===== config.mk =====
export PLATFORM = sky130hd
export DESIGN_NAME = ipsxb_distributed_fifo_wr_burst_v1_0
export DESIGN_NICKNAME = d
export VERILOG_FILES = /design/src/rtl/ipsxb_distributed_fifo_pkg.sv /design/src/rtl/ipsxb_distributed_fifo_wr_burst_v1_0.sv
export SDC_FILE = /design/constraint.sdc
export NUM_CORES = 1
export LEC_CHECK = 0
export ABC_CLOCK_PERIOD_IN_PS = 4500
export CAP_MARGIN = 25
export CORE_MARGIN = 8
export CORE_UTILIZATION = 45
export DETAILED_ROUTE_END_ITERATION = 10
export PLACE_DENSITY = 0.77
export SYNTH_ARGS = -nofsm -noshare
export SYNTH_HDL_FRONTEND = slang
export SYNTH_SLANG_ARGS = --single-unit

===== constraint.sdc =====
create_clock -name wr_clk -period 4.5 [get_ports wr_clk]
set_input_delay 0.9 -clock wr_clk [delete_from_list [all_inputs] [get_ports wr_clk]]
set_output_delay 0.9 -clock wr_clk [all_outputs]
set_load 0.02 [all_outputs]

===== src/rtl/ipsxb_distributed_fifo_pkg.sv =====
// Shared definitions for the distributed FIFO write-burst logic:
// controller state encoding and the post-burst settle length.
package ipsxb_distributed_fifo_pkg;

  typedef enum logic [1:0] {
    IDLE       = 2'd0,
    WAIT_SPACE = 2'd1,
    XFER       = 2'd2,
    SETTLE     = 2'd3
  } wr_burst_state_t;

  // Cycles spent after the last word so the FIFO water level catches up
  // before the next space check.
  localparam int SETTLE_CYCLES = 2;
  localparam int SETTLE_CNT_W  = 2;

endpackage


===== src/rtl/ipsxb_distributed_fifo_wr_burst_v1_0.sv =====
// Burst write front-end: admits a length-tagged burst only once the FIFO has
// room for all of it, then streams exactly that many source words into the FIFO.
module ipsxb_distributed_fifo_wr_burst_v1_0
  import ipsxb_distributed_fifo_pkg::*;
#(
  parameter int DEPTH      = 9,
  parameter int DATA_WIDTH = 16,
  parameter int LEN_WIDTH  = 10
) (
  input  logic                  wr_clk,
  input  logic                  wrst,
  input  logic                  req_valid,
  output logic                  req_ready,
  input  logic [LEN_WIDTH-1:0]  req_len,
  input  logic                  s_valid,
  output logic                  s_ready,
  input  logic [DATA_WIDTH-1:0] s_data,
  output logic                  fifo_w_en,
  output logic [DATA_WIDTH-1:0] fifo_wdata,
  input  logic                  fifo_wfull,
  input  logic [DEPTH:0]        fifo_wr_water_level,
  output logic                  burst_done,
  output logic                  len_err
);

  // Handshakes: a transfer happens on a rising wr_clk edge when valid and
  // ready are both high; ready never depends on valid of the same channel.

  localparam logic [31:0]      CAP   = 32'd1 << DEPTH;
  localparam logic [DEPTH+1:0] CAP_W = {2'b01, {DEPTH{1'b0}}};

  wr_burst_state_t         state, state_nxt;
  logic [LEN_WIDTH-1:0]    remaining;
  logic [SETTLE_CNT_W-1:0] settle_cnt;
  logic [DEPTH+1:0]        free_words;
  logic [31:0]             req_len_ext;
  logic                    req_fire, len_ok, space_ok;
  logic                    accept, last_word, settle_end;

  assign req_ready   = (state == IDLE);
  assign s_ready     = (state == XFER) && !fifo_wfull;
  assign req_fire    = req_valid && req_ready;
  assign req_len_ext = 32'(req_len);
  assign len_ok      = (req_len_ext != 32'd0) && (req_len_ext <= CAP);
  assign free_words  = CAP_W - {1'b0, fifo_wr_water_level};
  assign space_ok    = 32'(remaining) <= 32'(free_words);
  assign accept      = s_valid && s_ready;
  assign last_word   = accept && (remaining == LEN_WIDTH'(1));
  assign settle_end  = (settle_cnt == SETTLE_CNT_W'(SETTLE_CYCLES - 1));

  always_ff @(posedge wr_clk or posedge wrst) begin
    if (wrst) state <= IDLE;
    else      state <= state_nxt;
  end

  always_comb begin
    state_nxt = state;
    case (state)
      IDLE:       if (req_fire && len_ok) state_nxt = WAIT_SPACE;
      WAIT_SPACE: if (space_ok)           state_nxt = XFER;
      XFER:       if (last_word)          state_nxt = SETTLE;
      SETTLE:     if (settle_end)         state_nxt = IDLE;
      default:                            state_nxt = IDLE;
    endcase
  end

  always_ff @(posedge wr_clk or posedge wrst) begin
    if (wrst) begin
      remaining  <= '0;
      settle_cnt <= '0;
      fifo_w_en  <= 1'b0;
      fifo_wdata <= '0;
      burst_done <= 1'b0;
      len_err    <= 1'b0;
    end else begin
      fifo_w_en  <= accept;
      burst_done <= last_word;
      len_err    <= req_fire && !len_ok;
      if (accept) fifo_wdata <= s_data;
      // remaining doubles as the latched length while waiting for space
      if (req_fire && len_ok) remaining <= req_len;
      else if (accept)        remaining <= remaining - 1'b1;
      if (state != SETTLE)    settle_cnt <= '0;
      else if (!settle_end)   settle_cnt <= settle_cnt + 1'b1;
    end
  end

endmodule


==> results of run 1 <==
==> power groups by stage <==
stage          Sequential, mW  Combinational (mW)  Clock, mW
2_1_floorplan           0.601               0.358          0
3_3_place_gp            0.529               0.714          0
5_1_grt                 0.549               0.825      0.237
6_report                0.529               0.729      0.217
3_5_place_dp            0.534               0.738          0
4_1_cts                 0.530               0.741      0.224
==> logic make-up (layout without fill, tap and decap cells) <==
logic type      count (synthesis)  count (layout)  share of synthesized area
fa+ha+maj                      18              18                      0.113
mux                             3               3                     0.0164
buf+inv                        17              85                     0.0327
flops                          33              33                      0.416
simple gates                  103             103                      0.249
xor+xnor                       15              15                     0.0661
compound gates                 31              31                      0.107
==> cell usage after synthesis, types with 2 or more instances <==
master	count
sky130_fd_sc_hd__nand2_1	62
sky130_fd_sc_hd__dfrtp_1	33
sky130_fd_sc_hd__ha_1	18
sky130_fd_sc_hd__o21ai_0	14
sky130_fd_sc_hd__inv_1	12
sky130_fd_sc_hd__nor2_1	8
sky130_fd_sc_hd__xnor2_1	8
sky130_fd_sc_hd__or3_1	7
sky130_fd_sc_hd__xor2_1	7
sky130_fd_sc_hd__nand3_1	4
sky130_fd_sc_hd__a21oi_1	3
sky130_fd_sc_hd__nand2b_1	3
sky130_fd_sc_hd__nor3_1	3
sky130_fd_sc_hd__a211oi_1	2
sky130_fd_sc_hd__a21o_1	2
sky130_fd_sc_hd__and2_1	2
sky130_fd_sc_hd__and3_1	2
sky130_fd_sc_hd__and4_1	2
sky130_fd_sc_hd__buf_1	2
sky130_fd_sc_hd__clkbuf_1	2
sky130_fd_sc_hd__nand4_1	2
==> path summary, 6_finish.rpt <==
kind / from / endpoint / slack (ps) / depth (start not counted)
setup / recovery: fifo_wr_water_level[0] / state[1] / 800 / 13
hold / removal: fifo_wdata[5] / fifo_wdata[5] / 470 / 2
setup reg to reg: state[0] / state[1] / 1820 / 10
hold reg to reg: fifo_wdata[5] / fifo_wdata[5] / 470 / 2
max in group asynchronous: wrst / fifo_wdata[5] / 2970 / 4
min in group asynchronous: wrst / remaining[8] / 920 / 2
==> worst max-delay path, cell delays in order <==
cell and delay [ps]:
sky130_fd_sc_hd__clkdlybuf4s50_1 440, sky130_fd_sc_hd__inv_1 70, sky130_fd_sc_hd__ha_1 170, sky130_fd_sc_hd__nand2b_1 120, sky130_fd_sc_hd__or3_1 420, sky130_fd_sc_hd__o31ai_1 190
sky130_fd_sc_hd__o21ai_0 120, sky130_fd_sc_hd__ha_1 310, sky130_fd_sc_hd__a21o_1 190, sky130_fd_sc_hd__a21o_1 170, sky130_fd_sc_hd__a211oi_1 220, sky130_fd_sc_hd__o2111ai_2 190
sky130_fd_sc_hd__mux2_1 340
==> flip-flops by register name (all words and copies together), names as in the netlist <==
signal      count
state           2
settle_cnt      2
remaining      10
burst_done      1
len_err         1
fifo_w_en       1
fifo_wdata     16
==> routing by layer <==
metal / vias up / part of all wire / global-route usage
li1: 875 / - / -
met1: 770 / 0.43 / 0.188
met2: 56 / 0.44 / 0.245
met3: 7 / 0.12 / 0.0833
met4: 0 / 0.014 / 0.0544
met5: - / 0 / 0
==> final cells by class <==
cell class | instances | area share
clock buffer | 8 | 0.0289
inverter | 12 | 0.0162
tap | 52 | 0.0235
multi-input combinational | 170 | 0.395
timing repair buffer | 65 | 0.238
sequential | 33 | 0.298
==> stage by stage <==
step / worst slack (ps) / hold WS, ps
6_report: 803 / 472
5_1_grt: 613 / 497
4_1_cts: 809 / 478
3_5_place_dp: 501 / 461
3_3_place_gp: 596 / 457
2_1_floorplan: 1160 / 517
==> insert_results.sql, run 1 <==
INSERT INTO impl_metrics (metric_group, metric, value, unit) VALUES
('status', 'result_of_the_run', 'finished, final reports clean', ''),
('yosys', 'ys_ff_latch', '33', ''),
('layout', 'nNetsFinal', '346', ''),
('yosys', 'count_of_yosys_warnings_during_synthesis', '0', ''),
('global_route', 'grt_first_pass_wirelength', '8390', 'microns'),
('route', 'drt_wirelength', '4810', 'microns'),
('layout', 'stdcell_count', '340', ''),
('layout', 'final-seq-area', '826', 'sq um'),
('timing', 'finalCriticalPeriod', '3700', 'ps'),
('power_and_ir_drop', 'vdd_drop_max', '314', 'uV'),
('power_and_ir_drop', 'power', '1.47', 'mW'),
('cts', 'clkTransAtPathRegs', '60', 'ps'),
('route', 'drt_pass1_iterations', '5', ''),
('yosys', 'seq_area_frac_synth', '0.416', ''),
('cts', 'cts_root_buffer', 'sky130_fd_sc_hd__clkbuf_8', ''),
('setup_path', 'cp-start-kind', 'input pin', ''),
('floorplanning', 'start_util', '0.463', ''),
('layout', 'n_fill_cell', '362', ''),
('cts', 'clk_path_buf_depth', '2', ''),
('cts', 'cts.repair.resized', '0', ''),
('cts', 'cts.sink_count', '33', ''),
('global_route', 'grt_overflow', '0', ''),
('placed_design', 'replace_congestion', '0.781', ''),
('layout', 'antennaDiodeCount', '0', ''),
('power_and_ir_drop', 'power_frac_comb', '0.494', ''),
('timing', 'final.setup.tns', '0', 'ps'),
('layout', 'synthToLayoutAreaGrowth', '39.5', '%'),
('route', 'detailed_route_iter0_violations', '43', ''),
('timing', 'relSlewSlack', '0.575', ''),
('global_route', 'grt_antenna_before_repair', '0', ''),
('placed_design', 'port_buffers', '61', ''),
('setup_path', 'timing.critical_path.fanout_max', '4', ''),
('route', 'average_wire_length_per_cell_after_detail_routing', '14.2', 'microns'),
('timing', 'rsz0062_at_grt', 'no', ''),
('cts', 'clock_insertion_delay_worst_skew', '290', 'ps'),
('yosys', 'synth_flop_cell', 'sky130_fd_sc_hd__dfrtp_1', ''),
('layout', 'multi_input_area', '0.00110', 'sq mm'),
('timing', 'drv_slew', '0', ''),
('global_route', 'via_count_of_the_first_global_routing_pass', '1837', ''),
('power_and_ir_drop', 'internal_power', '0.891', 'mW'),
('route', 'final_antenna_net_count', '0', ''),
('flow_run', 'maxCapViolations', '0', ''),
('floorplanning', 'die-height', '82.5', 'microns'),
('floorplanning', 'die_area', '0.00680', 'sq mm'),
('placed_design', 'place.detailed.instances', '332', ''),
('timing', 'setup_viol_count_final', '0', ''),
('timing', 'layout_worst_path_cycle_share', '0.822', ''),
('layout', 'stdcell_area', '0.00277', 'sq mm'),
('yosys', 'synth_area_leaders', 'sky130_fd_sc_hd__dfrtp_1 42%, sky130_fd_sc_hd__nand2_1 12%, sky130_fd_sc_hd__ha_1 11%, sky130_fd_sc_hd__o21ai_0 3.5%, sky130_fd_sc_hd__xnor2_1 3.5%', ''),
('yosys', 'synth_top_area_cell', 'sky130_fd_sc_hd__dfrtp_1', ''),
('setup_path', 'timing.setup.critical_path_class', 'in -> reg', ''),
('power_and_ir_drop', 'power.share.switching', '0.395', ''),
('route', 'via_per_inst', '5.02', ''),
('route', 'route.vias.total', '1708', ''),
('cts', 'cts_inserted_buffers', '5', ''),
('timing', 'report.final.hold_viol_count', '0', ''),
('timing', 'finalClockSkew', '4.93', 'ps'),
('hold_path', 'min_path_type', 'reg -> reg', ''),
('timing', 'tightest_slew', '636', 'ps'),
('setup_path', 'cp.arrival', '3860', 'ps'),
('yosys', 'synthDominantCellAreaShare', '0.416', ''),
('yosys', 'synthesis.nets', '279', ''),
('placed_design', 'post_dp_cell_area', '0.00269', 'sq mm'),
('floorplanning', 'fp.coreArea', '0.00429', 'sq mm'),
('yosys', 'syn-instance-count', '220', ''),
('floorplanning', 'design.portCount', '62', ''),
('yosys', 'syn-cell-area', '0.00199', 'sq mm'),
('yosys', 'synth_edf_count', '0', ''),
('global_route', 'grt_max_degree', '23', ''),
('route', 'remaining_drc_errors', '0', ''),
('cts', 'post_cts.repair.setup_buffers', '0', '');
(Power assumes the default switching activity.)
==> inputs of run 2 (changes only) <==
--- a/config.mk
+++ b/config.mk
@@ -5,12 +5,12 @@
 export SDC_FILE = /design/constraint.sdc
 export NUM_CORES = 1
 export LEC_CHECK = 0
-export ABC_CLOCK_PERIOD_IN_PS = 4500
+export ABC_CLOCK_PERIOD_IN_PS = 3200
 export CAP_MARGIN = 25
 export CORE_MARGIN = 8
-export CORE_UTILIZATION = 45
+export CORE_UTILIZATION = 42
 export DETAILED_ROUTE_END_ITERATION = 10
-export PLACE_DENSITY = 0.77
+export PLACE_DENSITY = 0.75
 export SYNTH_ARGS = -nofsm -noshare
 export SYNTH_HDL_FRONTEND = slang
 export SYNTH_SLANG_ARGS = --single-unit
==> constraint.sdc (replaced) <==
create_clock -name wr_clk -period 3.2 [get_ports wr_clk]
set_input_delay 0.64 -clock wr_clk [delete_from_list [all_inputs] [get_ports wr_clk]]
set_output_delay 0.64 -clock wr_clk [all_outputs]
set_load 0.02 [all_outputs]
==> insert_results.sql, run 2 (synthesis results as in run 1) <==
INSERT INTO impl_metrics (metric_group, metric, value, unit) VALUES
('status', 'result_of_the_run', 'finished, final reports clean', ''),
('placed_design', 'post_dp_cell_area', '0.00276', 'sq mm'),
('layout', 'nNetsFinal', '360', ''),
('timing', 'drv_slew', '0', ''),
('layout', 'post_route_cells_drive_above_1_share', '0.152', ''),
('timing', 'report.final.hold_viol_count', '0', ''),
('setup_path', 'worst_setup_path_end_kind', 'register', ''),
('setup_path', 'timing.critical_path.fanout_max', '3', ''),
('route', 'average_wire_length_per_cell_after_detail_routing', '14.9', 'microns'),
('timing', 'setup_viol_count_final', '0', ''),
('floorplanning', 'die_area', '0.00719', 'sq mm'),
('route', 'via_per_inst', '5.06', ''),
('hold_path', 'min_path_type', 'reg -> reg', ''),
('cts', 'cts_inserted_buffers', '5', ''),
('global_route', 'grt_max_degree', '34', ''),
('layout', 'largest_reg_flops', '16', ''),
('power_and_ir_drop', 'p_leak', '1.39', 'nW'),
('layout', 'top_flop_regs', 'fifo_wdata: 16 flops, remaining: 10 flops', ''),
('timing', 'tightest_slew', '431', 'ps'),
('floorplanning', 'num_rows', '25', ''),
('layout', 'top_register', 'fifo_wdata', ''),
('timing', 'layout_worst_path_cycle_share', '0.933', ''),
('cts', 'clkTransAtPathRegs', '70', 'ps'),
('global_route', 'grt_first_pass_wirelength', '9060', 'microns'),
('floorplanning', 'die_x', '84.8', 'microns'),
('cts', 'cts_root_buffer', 'sky130_fd_sc_hd__clkbuf_8', ''),
('cts', 'cts.sink_count', '33', ''),
('timing', 'finalHoldWorstSlack', '473', 'ps'),
('power_and_ir_drop', 'power_per_standard_cell_area', '749', 'mW/mm^2'),
('global_route', 'track_usage', '0.156', ''),
('setup_path', 'critical_path.cell_chain', 'clkdlybuf4s50_1 -> buf_4 -> or3_4 -> nor2_2 -> xnor2_1 -> ha_1 -> buf_4 -> a21o_1 -> a211oi_2 -> o2111ai_2 -> mux2_4', ''),
('placed_design', 'port_buffers', '61', ''),
('timing', 'max_freq', '0.335', 'GHz'),
('power_and_ir_drop', 'power', '2.20', 'mW'),
('setup_path', 'timing.critical_path.slowest_stage_cell', 'sky130_fd_sc_hd__clkdlybuf4s50_1', ''),
('setup_path', 'slowest_delay', '430', 'ps'),
('setup_path', 'timing.setup.critical_path_class', 'in -> reg', ''),
('layout', 'layout.cells.most_common', 'sky130_fd_sc_hd__nand2_1', ''),
('floorplanning', 'start_util', '0.429', ''),
('placed_design', 'detailed_place_hpwl', '3990', 'microns'),
('cts', 'cts_tree', 'done', ''),
('setup_path', 'cp-start-kind', 'input pin', ''),
('floorplanning', 'die-height', '84.8', 'microns'),
('flow_run', 'maxCapViolations', '0', ''),
('cts', 'clock_tree.htree_level_count', '2', ''),
('route', 'remaining_drc_errors', '0', ''),
('setup_path', 'cp.arrival', '3160', 'ps'),
('timing', 'finalCriticalPeriod', '2990', 'ps'),
('timing', 'relSlewSlack', '0.713', ''),
('route', 'detailed_route_iter0_violations', '86', ''),
('route', 'route.vias.total', '1802', ''),
('placed_design', 'replace_congestion', '0.816', ''),
('setup_path', 'critical_path.most_common_cell', 'sky130_fd_sc_hd__buf_4', ''),
('cts', 'clk_path_buf_depth', '2', ''),
('power_and_ir_drop', 'vdd_drop_max', '405', 'uV'),
('layout', 'synthToLayoutAreaGrowth', '48.1', '%'),
('floorplanning', 'fp.coreArea', '0.00463', 'sq mm'),
('setup_path', 'critical_path_required_time', '3380', 'ps'),
('route', 'drt_pass1_iterations', '4', ''),
('global_route', 'grt_antenna_before_repair', '0', ''),
('timing', 'rsz0062_at_grt', 'no', ''),
('timing', 'finalClockSkew', '5.91', 'ps'),
('floorplanning', 'design.portCount', '62', ''),
('layout', 'antennaDiodeCount', '0', ''),
('layout', 'most-common-layout-cells', '62 x sky130_fd_sc_hd__nand2_1, 56 x sky130_fd_sc_hd__clkdlybuf4s50_1, 33 x sky130_fd_sc_hd__dfrtp_1', ''),
('global_route', 'grt_overflow', '0', ''),
('route', 'drt_wirelength', '5320', 'microns'),
('route', 'final_antenna_net_count', '0', ''),
('layout', 'stdcell_area', '0.00294', 'sq mm'),
('global_route', 'via_count_of_the_first_global_routing_pass', '2005', ''),
('cts', 'clock_insertion_delay_worst_skew', '290', 'ps');
## run 2: changes by cell type in the layout (fill, tap and decap cells not counted), moves of 2 or more
| cell | change |
|---|---|
| sky130_fd_sc_hd__or3_1 | -3 |
| sky130_fd_sc_hd__clkdlybuf4s50_1 | -5 |
| sky130_fd_sc_hd__a211oi_1 | -2 |
| sky130_fd_sc_hd__or3_4 | +3 |
| sky130_fd_sc_hd__clkbuf_8 | +2 |
| sky130_fd_sc_hd__a211oi_2 | +2 |
| sky130_fd_sc_hd__dlymetal6s2s_1 | +5 |
| sky130_fd_sc_hd__nor2_1 | -2 |
| sky130_fd_sc_hd__nor2_2 | +2 |
| sky130_fd_sc_hd__buf_4 | +15 |
| sky130_fd_sc_hd__clkbuf_1 | -3 |
## run 2: worst max-delay path, delay by kind of cell
family          cells  cell delay, ps
simple gates        2             500
compound gates      3             540
xor+xnor            1             130
fa+ha+maj           1             280
buf+inv             3             740
mux                 1             320
## run 2: worst paths after layout
path                                         from        endpoint  slack (ps)  depth (start not counted)
max reg2reg                              state[0]        state[1]        1200                          9
min                                fifo_wdata[14]  fifo_wdata[14]         470                          2
min reg2reg                        fifo_wdata[14]  fifo_wdata[14]         470                          2
max in group asynchronous                    wrst  fifo_wdata[11]        2150                          3
min in group asynchronous                    wrst   settle_cnt[1]         730                          3
max                        fifo_wr_water_level[5]        state[1]         210                         11
## run 2: area by class of cell
type	count	area, sq um
flip-flops and latches	33	826
fillers	394	1690
well taps	54	67.6
inverters	12	45.0
repair buffers	79	758
clock inverters	1	5.00
multi-input cells	170	1140
clock buffers	7	96.3
## run 2: what timing repair did
item,in CTS,in global routing
hold buffers,0,0
setup endpoints to repair,1,2
setup buffers,0,3
pin swaps,0,11
resized for setup,3,15
cloned,0,0
## run 2: stage by stage
step	TNS [ps]	setup slack, ps	util	std cells
finish	0	214	0.636	356
CTS	0	19.3	0.620	353
floorplan	0	122	-	220
detailed placement	-637	-350	0.596	345
global placement	-511	-285	0.596	345
global route	0	158	0.636	356
## run 2: power breakdown
| group | total [mW] | switching (mW) | internal (mW) |
|---|---|---|---|
| logic | 1.10 | 0.551 | 0.553 |
| clock network | 0.349 | 0.155 | 0.194 |
| registers | 0.750 | 0.152 | 0.597 |
| total | 2.20 | 0.858 | 1.34 |
## run 2: metal layers
metal	vias up	GRT usage	part of all wire
met5	-	0	0
met4	0	0.0761	0.027
met3	15	0.0644	0.088
met2	55	0.251	0.46
met1	827	0.176	0.42
li1	905	-	-
